--- src/rtl/uart_word_loader.sv ---
// uart_word_loader
//   Serial front end of the UART-to-BRAM program loader. Receives 8N1 bytes on
//   rx, packs byte pairs big-endian into 16-bit words and writes each word to
//   the BRAM I/O port at auto-incrementing addresses while enable is high.
//
// Ports
//   clk_100     in   system clock
//   rst         in   synchronous active-high reset
//   rx          in   asynchronous UART serial input, idle high
//   enable      in   load mode; the packer runs only while high
//   addr_io     out  [15:0] BRAM write address
//   data_in_io  out  [15:0] BRAM write data
//   we_io       out  BRAM write enable, one-cycle pulse per word
//   led_rx      out  high while a frame is being received
//   done        out  sticky, LOAD_WORDS words written
//   frame_err   out  sticky, a stop bit sampled low
module uart_word_loader #(
    parameter int unsigned CLKS_PER_BIT = 10417,
    parameter int unsigned LOAD_WORDS   = 256
) (
    input  logic        clk_100,
    input  logic        rst,
    input  logic        rx,
    input  logic        enable,
    output logic [15:0] addr_io,
    output logic [15:0] data_in_io,
    output logic        we_io,
    output logic        led_rx,
    output logic        done,
    output logic        frame_err
);

    localparam int unsigned CW = (CLKS_PER_BIT > 2) ? $clog2(CLKS_PER_BIT) : 1;
    localparam logic [CW-1:0] HALF_CNT  = CW'(CLKS_PER_BIT / 2);
    localparam logic [CW-1:0] LAST_CNT  = CW'(CLKS_PER_BIT - 1);
    localparam logic [15:0]   LAST_ADDR = 16'(LOAD_WORDS - 1);

    typedef enum logic [1:0] {StIdle, StStart, StData, StStop} state_t;

    state_t          state;
    logic            rx_meta;
    logic            rxs;
    logic [CW-1:0]   bit_cnt;
    logic [2:0]      bit_idx;
    logic [7:0]      shreg;
    logic            byte_valid;
    logic            pending;
    logic [7:0]      high_byte;

    // Receiver: 2-FF synchronizer, bit timing and framing.
    always_ff @(posedge clk_100) begin
        if (rst) begin
            rx_meta    <= 1'b1;
            rxs        <= 1'b1;
            state      <= StIdle;
            bit_cnt    <= '0;
            bit_idx    <= '0;
            shreg      <= '0;
            byte_valid <= 1'b0;
            led_rx     <= 1'b0;
            frame_err  <= 1'b0;
        end else begin
            rx_meta    <= rx;
            rxs        <= rx_meta;
            byte_valid <= 1'b0;
            led_rx     <= (state != StIdle);
            case (state)
                StIdle: begin
                    if (!rxs) begin
                        state   <= StStart;
                        bit_cnt <= '0;
                    end
                end
                StStart: begin
                    // Mid start bit: a high line here was only a glitch.
                    if (bit_cnt == HALF_CNT) begin
                        bit_cnt <= '0;
                        bit_idx <= '0;
                        state   <= rxs ? StIdle : StData;
                    end else begin
                        bit_cnt <= bit_cnt + 1'b1;
                    end
                end
                StData: begin
                    if (bit_cnt == LAST_CNT) begin
                        bit_cnt <= '0;
                        shreg   <= {rxs, shreg[7:1]};
                        bit_idx <= bit_idx + 1'b1;
                        if (bit_idx == 3'd7) begin
                            state <= StStop;
                        end
                    end else begin
                        bit_cnt <= bit_cnt + 1'b1;
                    end
                end
                StStop: begin
                    // Sampled mid stop bit, so the next start edge is not missed.
                    if (bit_cnt == LAST_CNT) begin
                        bit_cnt <= '0;
                        state   <= StIdle;
                        if (rxs) begin
                            byte_valid <= 1'b1;
                        end else begin
                            frame_err <= 1'b1;
                        end
                    end else begin
                        bit_cnt <= bit_cnt + 1'b1;
                    end
                end
                default: state <= StIdle;
            endcase
        end
    end

    // Packer: pairs bytes into words and drives the BRAM write port.
    always_ff @(posedge clk_100) begin
        if (rst) begin
            addr_io    <= '0;
            data_in_io <= '0;
            we_io      <= 1'b0;
            done       <= 1'b0;
            pending    <= 1'b0;
            high_byte  <= '0;
        end else begin
            we_io <= 1'b0;
            if (!enable) begin
                // Dropping load mode takes priority over a coincident byte.
                pending <= 1'b0;
                addr_io <= '0;
                done    <= 1'b0;
            end else begin
                // Address advances the cycle after the write unless the
                // final word was just written.
                if (we_io && !done) begin
                    addr_io <= addr_io + 16'd1;
                end
                if (byte_valid && !done) begin
                    if (!pending) begin
                        high_byte <= shreg;
                        pending   <= 1'b1;
                    end else begin
                        data_in_io <= {high_byte, shreg};
                        we_io      <= 1'b1;
                        pending    <= 1'b0;
                        if (addr_io == LAST_ADDR) begin
                            done <= 1'b1;
                        end
                    end
                end
            end
        end
    end

endmodule

--- config.mk ---
export PLATFORM = sky130hd
export DESIGN_NAME = uart_word_loader
export DESIGN_NICKNAME = d
export VERILOG_FILES = /design/src/rtl/uart_word_loader.sv
export SDC_FILE = /design/constraint.sdc
export NUM_CORES = 1
export LEC_CHECK = 0
export ABC_AREA = 1
export CORE_MARGIN = 1
export CORE_UTILIZATION = 55
export CTS_CLUSTER_SIZE = 14
export DETAILED_ROUTE_END_ITERATION = 10
export PLACE_DENSITY = 0.86
export SLEW_MARGIN = 30
export SYNTH_ARGS = -nofsm -noshare
export SYNTH_HDL_FRONTEND = slang
export SYNTH_SLANG_ARGS = --single-unit
--- constraint.sdc ---
create_clock -name clk_100 -period 4.75 [get_ports clk_100]
set_input_delay 0.95 -clock clk_100 [delete_from_list [all_inputs] [get_ports clk_100]]
set_output_delay 0.95 -clock clk_100 [all_outputs]
set_load 0.02 [all_outputs]
After elaboration in Yosys (flattened, before gate mapping)
Index checks and enable logic that the tools add are counted.
{"block": "op_classes", "n_addsub": 3, "n_eq_ne": 12, "n_mux": 17, "bitwise_logic": 6, "n_reduce_logical": 17}
{"op": "$mux 14", "count": 3}
{"op": "$pmux 14 s3", "count": 1}
{"op": "$add 16x1->16 const B", "count": 1}
{"op": "$eq 16x8->1 const B", "count": 1}
{"op": "$reduce_and 3->1", "count": 5}
{"op": "$add 14x1->14 const B", "count": 1}
{"op": "$eq 14x13->1 const B", "count": 1}
{"op": "$eq 14x14->1 const B", "count": 1}
{"op": "$mux 2", "count": 6}
{"op": "$ne 2x2->1 const B", "count": 5}
{"op": "$pmux 2 s4", "count": 1}
{"op": "$mux 3", "count": 2}
{"op": "$not 1->1", "count": 6}
{"op": "$pmux 3 s2", "count": 1}
{"op": "$reduce_or 3->1", "count": 2}
{"op": "$reduce_and 5->1", "count": 1}
{"op": "$eq 2x2->1 const B", "count": 2}
{"op": "$reduce_bool 2->1", "count": 2}
{"op": "$reduce_or 2->1", "count": 2}
{"op": "$add 3x1->3 const B", "count": 1}
{"op": "$eq 3x3->1 const B", "count": 1}
{"op": "$mux 1", "count": 3}
{"op": "$eq 2x1->1 const B", "count": 1}
{"op": "$logic_and 1x1->1", "count": 2}
{"op": "3 further kinds", "count": 3}
{"block": "word_totals", "reg_bits": 75, "in_bits": 4, "out_inout_bits": 36, "elab_cells": 70}

Depth between registers and ports, before layout
{"block": "logic_depth", "ltp_word": 4, "depth_mapped": 14}

Least setup slack after synthesis
OpenSTA, ideal clock, no wires.
{"block": "synth_path", "path_type": "input to register", "start": "input port enable", "end": "register high_byte[0]", "t_arrival_ns": 1.604, "t_required_ns": 4.634, "path_slack_ns": 3.031, "stages": 5, "path_cell_list": "inv_1 nor3_2 inv_1 nor2_1 nor2_1"}
{"block": "synth_between", "elab_chain_len": 1}
{"element": "from (decl)", "line": "24", "rtl": "input logic enable,"}
{"element": "$reduce_and 3->1 (no source line)"}
{"element": "to (signal assigned)", "line": "139", "rtl": "high_byte <= shreg;"}
{"element": "to (decl)", "line": "48", "rtl": "logic [7:0] high_byte;"}
Every way passes these cells.
A chain may end at the register's enable or synchronous reset.

Final worst setup path
{"block": "layout_path", "start": "input port rst", "end": "register addr_io[11]"}
{"block": "layout_between", "elab_chain_len": 1}
{"element": "from (decl)", "line": "22", "rtl": "input logic rst,"}
{"element": "$reduce_or 2->1 (no source line)"}
{"element": "to (signal assigned)", "line": "135", "rtl": "addr_io <= addr_io + 16'd1;"}
{"element": "to (decl)", "line": "25", "rtl": "output logic [15:0] addr_io,"}
Every way passes these cells.

==> metrics.yaml <==
status: "complete, no violations"
reg2reg_depth: 12
critical_path_arrival_ps: 2960
yosys_warnings: 0
ys_types: 39
power_density_mw_per_mm2: 304
chipHeight_um: 80.1
drv_cap: 0
numClockSinks: 75
syn2layout_area_growth_pct: 18.8
post_cts_buffers: 0
seq_area_frac_synth: 0.448
ys.flop_type: "dfxtp_1"
dpl_cell_area_mm2: 0.00378
htree_levels: 3
nFillCells: 483
finalSetupTns_ps: 0
place_inst: 553
hpwl_um: 4990
gp_congestion: 0.860
antenna_found_initial: 0
vias: 3039
grt_max_degree: 45
finalCritPeriodShare: 0.561
postSynthAreaPerCell_um2: 7.45
ios: 40
fin_area_mm2: 0.00399
skew_ps: 16.0
postRouteAntennaNets: 0
via_per_inst: 5.34
hold_depth: 1
die-area_mm2: 0.00642
post-synth-top-area-cell: "dfxtp_1"
post-route-util: 0.677
drive_above_1_share: 0.132
crit_chain: "clkdlybuf4s50_1 -> nor2_1 -> inv_1 -> a21oi_1 -> o21a_1"
cts-root-buf: "clkbuf_8"
cts-resized-gates: 0
grt_use_total: 0.240
instances_no_fill: 569
synth_top_area_frac: 0.448
slowest_stage: "clkdlybuf4s50_1"
finalSetupViolCount: 0
totalPowerFinal_w: 0.00121
worst_setup_path_end_kind: "flop"
initial_utilization: 0.570
maxSlewViolCount: 0
wirelength_um: 6980
clkTransAtPathRegs_ps: 90
worst-setup-path-type: "primary input to flop"
synth_seq_cells: 75
fp.coreArea_mm2: 0.00589
cts_hold_buf: 0
cts_tree: "yes"
worst_setup_path_start_kind: "primary input"
drt_first_pass_iters: 5
vdd_drop_max_uv: 202
path_max_fanout: 15
syn_inst: 450
rows: 28
async_reset_ff_frac: 0
syn-num-nets: 459
grt_overflow: 0
hold_viol_final: 0
drt-initial-drc-count: 145
synth.area.top_cells: "dfxtp_1 (45%), nor2_1 (9.1%), nand2_1 (7.2%)"
period_minus_slack_ps: 2670
post-synth-top-count-cell: "nor2_1"
fmax_mhz: 375
netlist_top_cells_count: "nor2_1 (81), dfxtp_1 (75), nand2_1 (64)"
port_buffers: 39
grt_pass1_vias: 2847
layout.nets: 498
synth_edf_count: 0
critical_path_required_ps: 5040
drc: 0
die_w_um: 80.1
netlist_area_mm2: 0.00335
power_leakage_nw: 1.55
clk_latency_ps: 340
grt_pass1_wl_um: 12200
hp-class: "flop to flop"
tightest_slew_ps: 673
wl_per_cell_um: 12.3
num_antenna_cells: 0
max_stage_delay_ps: 720
cts_buffers: 9
relSlewSlack: 0.550
clockBufferDepth: 2
rsz0062_at_grt: "false"
## layout by cell type, fill, tap and decap left out, types with 2 or more instances in the layout
cell type        instances
nor2_1                  81
dfxtp_1                 75
nand2_1                 64
o21ai_0                 41
inv_1                   40
clkdlybuf4s50_1         39
a21oi_1                 26
o21ai_1                 15
nand3_1                 13
nor2_2                   9
inv_2                    9
nand4_1                  9
clkbuf_8                 9
nand2_2                  7
nor3_1                   6
ha_1                     5
nand2_4                  4
a21oi_2                  4
nor4_1                   4
nor2_4                   3
inv_6                    3
clkinv_1                 2
o21ai_2                  2
nand3_2                  2
or2_2                    2
nor3_2                   2
o21a_1                   2
xor2_1                   2
clkinvlp_4               2
## cells by family after synthesis
family / count (synthesis) / synth area share
simple gates: 210 / 0.297
compound gates: 95 / 0.156
flops: 75 / 0.448
buf+inv: 63 / 0.0761
fa+ha+maj: 5 / 0.0186
xor+xnor: 2 / 0.00522
## through the flow
stage / hold slack (ps) / setup WS (ps)
after floorplan: 389 / 3030
after global placement: 398 / 1720
after detailed placement: 409 / 1760
after CTS: 430 / 2130
after global routing: 444 / 1900
final: 429 / 2080
## state kept, by name, indices dropped and copies added, names as in the netlist, 3 cells and up, named ones only
register and cells:
bit_idx 3, data_in_io 16, bit_cnt 14, high_byte 8, shreg 8, addr_io 16
## layout make-up
class / count / area, um2 / area share
repair buffers: 39 / 390 / 0.0979
flip-flops and latches: 75 / 1500 / 0.377
clock buffers: 9 / 124 / 0.0311
well taps: 75 / 93.8 / 0.0235
clock inverters: 7 / 82.6 / 0.0207
multi-input cells: 312 / 1600 / 0.401
inverters: 52 / 196 / 0.0493
## layer usage
metal	share of wire	wire (um)	global-route usage	vias to the layer above
met1	0.46	3230	0.292	1415
met3	0.038	263	0.0602	8
met5	0	0	0	-
met4	0.0079	55	0.0821	0
li1	-	-	-	1549
met2	0.49	3430	0.409	67
## where the power goes
part | total, W | internal, W | switching (W)
registers | 0.000638 | 0.000633 | 0.00000489
logic | 0.0000713 | 0.0000217 | 0.0000495
clock network | 0.000502 | 0.000252 | 0.000251
## worst max-delay path: cells and delay by family
kind / cells / cell delay (ps)
buffers and inverters: 2 / 990
and+or+nand+nor: 1 / 670
AOI/OAI and AO/OA: 2 / 340
## final timing paths
kind	start	end	slack, ps
min reg2reg	rx_meta$_SDFF_PP1_	rxs$_SDFF_PP1_	430
max	rst	addr_io[11]$_SDFFE_PP0P_	2080
min	rx_meta$_SDFF_PP1_	rxs$_SDFF_PP1_	430
max reg2reg	bit_cnt[0]$_SDFFE_PP0P_	bit_idx[2]$_SDFFE_PP0P_	2880
Note: power is estimated with default switching activity, not from simulation.
